$ cat src/rtl/switch_select_sync.sv
// -----------------------------------------------------------------------------
// switch_select_sync
//
// Purpose:
//   Card-select front end for a one-hot switch bank. The raw asynchronous
//   switches are brought into the clk domain through a two-flop synchroniser
//   and then debounced. Once a vector has settled, its binary position is
//   offered to the card register logic through a valid/ack handshake.
//   - Each physical press yields exactly one selection.
//   - The bank must return to all-zero before another selection is accepted.
//   - A settled multi-hot vector raises a sticky error flag.
//
// Ports:
//   clk        system clock
//   rst        synchronous, active-high reset
//   switch     raw asynchronous switch bank, N_SW bits
//   sel_ack    consumer accepts the current selection
//   sel_idx    encoded switch index, held stable while sel_valid is high
//   sel_valid  selection available
//   err        sticky flag: a settled vector was multi-hot
//
// Optional feature (macro SWITCH_SELECT_PRIORITY_EN):
//   When defined, a settled multi-hot vector in IDLE resolves to its lowest
//   set bit and is presented like a one-hot selection; err never sets.
//   When undefined, multi-hot sets err and waits for release.
// -----------------------------------------------------------------------------
module switch_select_sync #(
  parameter int N_SW      = 16,
  parameter int IDX_W     = 4,
  parameter int DB_CYCLES = 1000,
  parameter int DB_W      = 16
) (
  input  logic             clk,
  input  logic             rst,
  input  logic [N_SW-1:0]  switch,
  input  logic             sel_ack,
  output logic [IDX_W-1:0] sel_idx,
  output logic             sel_valid,
  output logic             err
);

  // Final count value; the vector is settled once the counter reaches it.
  localparam logic [DB_W-1:0] DB_MAX = DB_W'(DB_CYCLES - 1);

  typedef enum logic [1:0] {
    ST_IDLE    = 2'd0,
    ST_HOLD    = 2'd1,
    ST_RELEASE = 2'd2
  } state_e;

  // True when exactly one bit of v is set.
  function automatic logic is_one_hot(input logic [N_SW-1:0] v);
    return (v != '0) && ((v & (v - N_SW'(1))) == '0);
  endfunction

  // Index of the lowest set bit of v (0 when v is zero).
  function automatic logic [IDX_W-1:0] low_idx(input logic [N_SW-1:0] v);
    logic [IDX_W-1:0] idx;
    idx = '0;
    for (int i = N_SW - 1; i >= 0; i--) begin
      if (v[i]) begin
        idx = IDX_W'(i);
      end else begin
        idx = idx;
      end
    end
    return idx;
  endfunction

  logic [N_SW-1:0]  s1_q, s2_q;
  logic [N_SW-1:0]  samp_q, samp_d;
  logic [DB_W-1:0]  cnt_q, cnt_d;
  logic             settled_q, settled_d;
  logic [N_SW-1:0]  vec_q, vec_d;
  state_e           state_q, state_d;
  logic             rel_q, rel_d;
  logic [IDX_W-1:0] sel_idx_q, sel_idx_d;
  logic             sel_valid_q, sel_valid_d;
  logic             err_q, err_d;

  // Debounce next state: restart the count whenever the synchronised vector
  // moves, saturate at DB_MAX while it stays put.
  always_comb begin
    samp_d = samp_q;
    cnt_d  = cnt_q;
    if (s2_q != samp_q) begin
      samp_d = s2_q;
      cnt_d  = '0;
    end else if (cnt_q < DB_MAX) begin
      cnt_d = cnt_q + DB_W'(1);
    end else begin
      cnt_d = cnt_q;
    end
    // The settled flag and its vector are registered together so the FSM
    // always acts on the pair that was actually judged stable.
    settled_d = (s2_q == samp_q) && (cnt_q == DB_MAX);
    vec_d     = samp_q;
  end

  // Synchroniser, debounce and settled-vector registers.
  always_ff @(posedge clk) begin
    if (rst) begin
      s1_q      <= '0;
      s2_q      <= '0;
      samp_q    <= '0;
      cnt_q     <= '0;
      settled_q <= 1'b0;
      vec_q     <= '0;
    end else begin
      s1_q      <= switch;
      s2_q      <= s1_q;
      samp_q    <= samp_d;
      cnt_q     <= cnt_d;
      settled_q <= settled_d;
      vec_q     <= vec_d;
    end
  end

  // FSM state register.
  always_ff @(posedge clk) begin
    if (rst) begin
      state_q <= ST_RELEASE;
    end else begin
      state_q <= state_d;
    end
  end

  // FSM next-state logic.
  always_comb begin
    state_d = state_q;
    case (state_q)
      ST_IDLE: begin
        if (settled_q && (vec_q != '0)) begin
`ifdef SWITCH_SELECT_PRIORITY_EN
          state_d = ST_HOLD;
`else
          if (is_one_hot(vec_q)) begin
            state_d = ST_HOLD;
          end else begin
            state_d = ST_RELEASE;
          end
`endif
        end else begin
          state_d = ST_IDLE;
        end
      end
      ST_HOLD: begin
        // Without a release seen during HOLD, force a full release first.
        if (sel_ack) begin
          state_d = rel_q ? ST_IDLE : ST_RELEASE;
        end else begin
          state_d = ST_HOLD;
        end
      end
      ST_RELEASE: begin
        if (settled_q && (vec_q == '0)) begin
          state_d = ST_IDLE;
        end else begin
          state_d = ST_RELEASE;
        end
      end
      default: begin
        state_d = ST_RELEASE;
      end
    endcase
  end

  // FSM output logic: selection, valid, sticky error and release tracking.
  always_comb begin
    sel_idx_d   = sel_idx_q;
    sel_valid_d = sel_valid_q;
    err_d       = err_q;
    rel_d       = rel_q;
    case (state_q)
      ST_IDLE: begin
        if (settled_q && (vec_q != '0)) begin
`ifdef SWITCH_SELECT_PRIORITY_EN
          sel_idx_d   = low_idx(vec_q);
          sel_valid_d = 1'b1;
          err_d       = 1'b0;
          rel_d       = 1'b0;
`else
          if (is_one_hot(vec_q)) begin
            sel_idx_d   = low_idx(vec_q);
            sel_valid_d = 1'b1;
            err_d       = 1'b0;
            rel_d       = 1'b0;
          end else begin
            err_d = 1'b1;
          end
`endif
        end else begin
          sel_valid_d = 1'b0;
        end
      end
      ST_HOLD: begin
        if (sel_ack) begin
          sel_valid_d = 1'b0;
        end else if (settled_q && (vec_q == '0)) begin
          rel_d = 1'b1;
        end else begin
          rel_d = rel_q;
        end
      end
      ST_RELEASE: begin
        sel_valid_d = 1'b0;
      end
      default: begin
        sel_valid_d = 1'b0;
      end
    endcase
  end

  // Registered outputs.
  always_ff @(posedge clk) begin
    if (rst) begin
      sel_idx_q   <= '0;
      sel_valid_q <= 1'b0;
      err_q       <= 1'b0;
      rel_q       <= 1'b0;
    end else begin
      sel_idx_q   <= sel_idx_d;
      sel_valid_q <= sel_valid_d;
      err_q       <= err_d;
      rel_q       <= rel_d;
    end
  end

  assign sel_idx   = sel_idx_q;
  assign sel_valid = sel_valid_q;
  assign err       = err_q;

endmodule

$ cat config.mk
export PLATFORM = sky130hd
export DESIGN_NAME = switch_select_sync
export DESIGN_NICKNAME = d
export VERILOG_FILES = /design/src/rtl/switch_select_sync.sv
export SDC_FILE = /design/constraint.sdc
export NUM_CORES = 1
export LEC_CHECK = 0
export BUFFER_PORTS_ARGS = -buffer_cell sky130_fd_sc_hd__buf_2
export CORE_ASPECT_RATIO = 1.5
export CORE_UTILIZATION = 45
export CTS_BUF_LIST = sky130_fd_sc_hd__clkbuf_4
export CTS_CLUSTER_DIAMETER = 100
export DETAILED_ROUTE_END_ITERATION = 10
export PLACE_DENSITY_LB_ADDON = 0.2
export SETUP_SLACK_MARGIN = 0.15
export SYNTH_ARGS = -nofsm -noshare
export SYNTH_HDL_FRONTEND = slang
export SYNTH_SLANG_ARGS = --single-unit
$ cat constraint.sdc
create_clock -name clk -period 3.76 [get_ports clk]
set_input_delay 0.752 -clock clk [delete_from_list [all_inputs] [get_ports clk]]
set_output_delay 0.752 -clock clk [all_outputs]
set_load 0.03 [all_outputs]
Word-level counts from Yosys, hierarchy flattened
Index checks and enable logic that the tools add are counted.

Register bits: 90. Input port bits: 19. Output and inout bits: 6.

Add/subtract/negate cells: 2. Order comparisons: 1. Eq/ne operators: 11. Mux-type cells: 32. Bitwise gates (word level): 1. Reduce and logical (&&, ||, !) cells: 14.

Operator list (number): $mux W4 (16); $logic_not A16 Y1 (2); $add A16 B1 Y16 const B (1); $and A16 B16 Y16 (1); $eq A16 B10 Y1 const B (1); $eq A16 B16 Y1 (1); $lt A16 B10 Y1 const B (1); $ne A16 B16 Y1 (1); $reduce_bool A16 Y1 (1); $sub A16 B1 Y16 const B (1); $mux W2 (5); $ne A2 B2 Y1 const B (5); $mux W1 (8); $pmux W2 S3 (1); $reduce_and A5 Y1 (1); $logic_and A1 B1 Y1 (4); $pmux W1 S2 (2); $reduce_and A2 Y1 (2); $ne A3 B3 Y1 const B (1); $reduce_and A3 Y1 (1); $eq A2 B1 Y1 const B (1); $eq A2 B2 Y1 const B (1); $logic_not A2 Y1 (1); $reduce_bool A2 Y1 (1); $reduce_or A2 Y1 (1).

Logic depth before layout (Yosys ltp)
Depth after elaboration: 16. Gate-level depth with buffers: 6.

Worst setup path after synthesis
Ideal clock, no wire load.

Path type: flip-flop to flip-flop. Start: register vec_q[4]. End: register sel_idx_q[2], in the netlist sel_idx[2]. Library setup time: 121 ps. Arrival: 2161 ps. Path slack: 1478 ps. Cell stages (with the launch flop): 7. Path buffers: 1. Period minus slack after synthesis: 2282 ps. Cells stage by stage: dfxtp_1 -> buf_2 -> or4_4 -> o41ai_1 -> nand4_1 -> or3_4 -> mux2_4.

Longest elaborated chain between the ends: 5. Elaborated cells on any way between the ends: 12. Those cells by class: add/sub (1); mux (5); bitwise (1); reduce/logical (5).

RTL lines: from (decl) (RTL line 74) `logic [N_SW-1:0] vec_q, vec_d;`; from (signal assigned) (RTL line 115) `vec_q <= vec_d;`; $sub A16 B1 Y16 or $mux W4 (tied branches) (RTL line 53, 61); $and A16 B16 Y16 or $mux W4 (tied branches) (RTL line 53, 61); $logic_not A16 Y1 or $mux W4 (tied branches) (RTL line 53, 61); $logic_and A1 B1 Y1 or $mux W4 (tied branches) (RTL line 53, 61); $reduce_and A3 Y1 (no source line) or $mux W4 (tied branches); to (signal assigned) (RTL line 222) `sel_idx_q <= sel_idx_d;`; to (decl) (RTL line 77) `logic [IDX_W-1:0] sel_idx_q, sel_idx_d;`.

Several ways; a longest one is shown, not always the timed one. A chain may end at the register's enable or synchronous reset.

Worst setup path in the final report
Start: register vec_q[1]. End: register sel_idx_q[2], in the netlist sel_idx[2].

Longest elaborated chain between the ends: 5. Elaborated cells on any way between the ends: 9. Those cells by class: add/sub (1); mux (2); bitwise (1); reduce/logical (5).

RTL lines: $sub A16 B1 Y16 (RTL line 53) `return (v != '0) && ((v & (v - N_SW'(1))) == '0);`; $and A16 B16 Y16 (RTL line 53); $logic_not A16 Y1 (RTL line 53); $logic_and A1 B1 Y1 (RTL line 53); $reduce_and A3 Y1 (no source line).

Several ways; a longest one is shown, not always the timed one.

==> impl_results.md <==
* Crit-path max cell delay at 0.81 ns
* Number of port buffers at 24
* Post-layout util at 52.0%
* Syn_nets at 352
* Vias per std cell at 4.85
* Total I/O pin count at 25
* Die area at 7680 sq um
* Placed insts at 444
* CP Class: reg -> reg
* Initial DRC count at 110
* Grt ovf at 0
* Initial Utilization at 47.2%
* Data required, critical path at 4.09 ns
* Post-route ant nets at 0
* Clk_skew at 0.0194 ns
* Worst-path maximum fanout at 6
* CTS sink cnt at 90
* Placed instance area at 3510 sq um
* Layout cell share with drive strength beyond 1 at 13.3%
* Reg clk slew, reported paths at 0.12 ns
* CTS tree: yes
* Seq cells post-synth at 90
* Commonest non-fill, non-tap cells in the layout: 90 x dfxtp_1, 68 x nor2b_1, 32 x nor2_1
* Async SR Flop Fraction at 0%
* Wirelength per Cell at 12.0 microns
* Clk root buf: clkbuf_4
* Setup Fix Bufs, Post-CTS at 0
* Antenna cell count at 0
* Synthesized cell area at 3300 sq um
* Post-synth top flop: dfxtp_1
* Post-synth cell types at 44
* Final setup TNS at 0 ns
* Run status: completed
* Peak supply drop at 288 uV
* Routed WL at 5490 microns
* Worst-case clock buffer depth at 2
* Final hold vios at 0
* Worst path slowest cell: nor4_1
* Clk Latency, worst-skew pair at 0.43 ns
* Vias in the first global route at 2106
* Initial antenna violation count at 0
* Post-CTS Hold Fix Bufs at 0
* Syn-to-layout area delta at 10.2%
* Synth Area per Inst at 9.93 sq um
* Post-route DRC at 0
* GPL Wtd Cong at 0.851
* Gr usage total at 16.0%
* Final Cell Area at 3630 sq um
* CP cell instances: nor4_1 > o21ai_0 > a32o_1 > or3_4 > mux2_4
* MaxCap Viol Count at 0
* RSZ-0062 raised after global routing: no
* CTS buffer count at 9
* Lkg Pwr at 1.40 nW
* Largest net degree at the start of global routing at 72
* Vias post-DR at 2226
* Final period utilization at 67.1%
* Post-detail-place hpwl at 3840 microns
* Die width at 71.9 microns
* Worst path arrival time at 2.85 ns
* Cells after Synth at 332
* Yosys warning total at 0
* Std-Cell Rows at 37
* Post-synth EDFFs at 0
* Slew Limit Fails at 0
* Worst-margin pin slew at 0.934 ns
* Fmax at 396 MHz
* Core area at 6990 sq um
* Setup crit end kind: register
* P per Cell Area at 433 nW/um^2
* First-pass GRT wire length at 9260 microns
* Worst min-delay path category: reg -> reg
* Die Ht at 107 microns
* Setup Viol. Count Final at 0
* Setup crit start kind: register
* Router iterations before antenna repair at 4
* Final net count at 378
* Post-CTS sizing at 0
* Final min period at 2.52 ns
* Commonest non-fill, non-tap cell in the layout: dfxtp_1
* Post-synthesis sequential area ratio at 54.6%
* Max H-tree Level at 3
* Worst slew margin at 36.7%
* Final non-filler cell total at 459
## per-stage QoR
step	setup slack, ns	total power [mW]	hold WS, ns
CTS	1.29	1.60	0.437
global route	1.05	1.65	0.451
finish	1.24	1.57	0.434
global placement	1.39	1.10	0.416
detailed placement	1.31	1.10	0.418
floorplan	1.48	1.07	0.408
## registers in the layout (all words and copies together), names as in the netlist, 2 cells and up
| name | cells |
|---|---|
| cnt_q | 16 |
| s1_q | 16 |
| s2_q | 16 |
| samp_q | 16 |
| vec_q | 16 |
| sel_idx | 4 |
| state_q | 2 |
## synth_stat cells (4+ instances only)
cell / instances / share of area [%]
nand4_1: 8 / 1.5
nand2_1: 9 / 1.0
inv_1: 11 / 1.3
nor2_1: 32 / 3.6
xnor2_1: 23 / 6.1
a21oi_1: 4 / 0.61
nand3_1: 9 / 1.4
dfxtp_1: 90 / 55
o21ai_0: 5 / 0.76
nor3_1: 12 / 1.8
clkbuf_1: 9 / 1.0
nor2b_1: 68 / 13
nor4_1: 6 / 1.1
## critical path: cells and delay by family, from the launching register on
kind | cells | cell delay, ns
and+or+nand+nor | 2 | 1.19
AOI/OAI and AO/OA | 2 | 0.55
muxes | 1 | 0.31
DFF | 1 | 0.37
## area by class of cell
cell class / count / area, sq um
Clock buffer: 11 / 82.6
Clock inverter: 4 / 43.8
Fill cell: 650 / 3360
Inverter: 11 / 41.3
Multi-Input combinational cell: 221 / 1420
Sequential cell: 90 / 1800
Tap cell: 97 / 121
Timing Repair Buffer: 25 / 128
## metal layers
layer	global-route usage [%]	vias up	wire length (microns)
li1	-	1178	-
met1	17.4	992	2360
met2	26.3	40	2790
met3	5.45	16	172
met4	9.94	0	165
met5	0	-	0
## cells by family (layout without fill, tap and decap cells)
family	after synthesis	count (layout)	synth area share, %
fa+ha+maj	2	2	0.683
xor+xnor	24	24	6.38
compound gates	32	32	7.55
buf+inv	21	51	2.43
flops	90	90	54.6
mux	4	4	1.37
simple gates	159	159	26.9
## power breakdown
part | internal [mW] | switching (mW) | total [mW]
Sequential | 0.977 | 0.0127 | 0.990
Combinational | 0.0420 | 0.0429 | 0.0850
Clock | 0.211 | 0.288 | 0.499
Total | 1.23 | 0.344 | 1.57
## worst paths after layout
check	slack, ns	endpoint	cells past startpoint	start
setup / recovery	1.24	sel_idx[2]	5	vec_q[1]
hold / removal	0.43	cnt_q[14]	2	cnt_q[14]
setup reg to reg	1.24	sel_idx[2]	5	vec_q[1]
hold reg to reg	0.43	cnt_q[14]	2	cnt_q[14]
No activity file was read; power rests on OpenSTA's default activity.
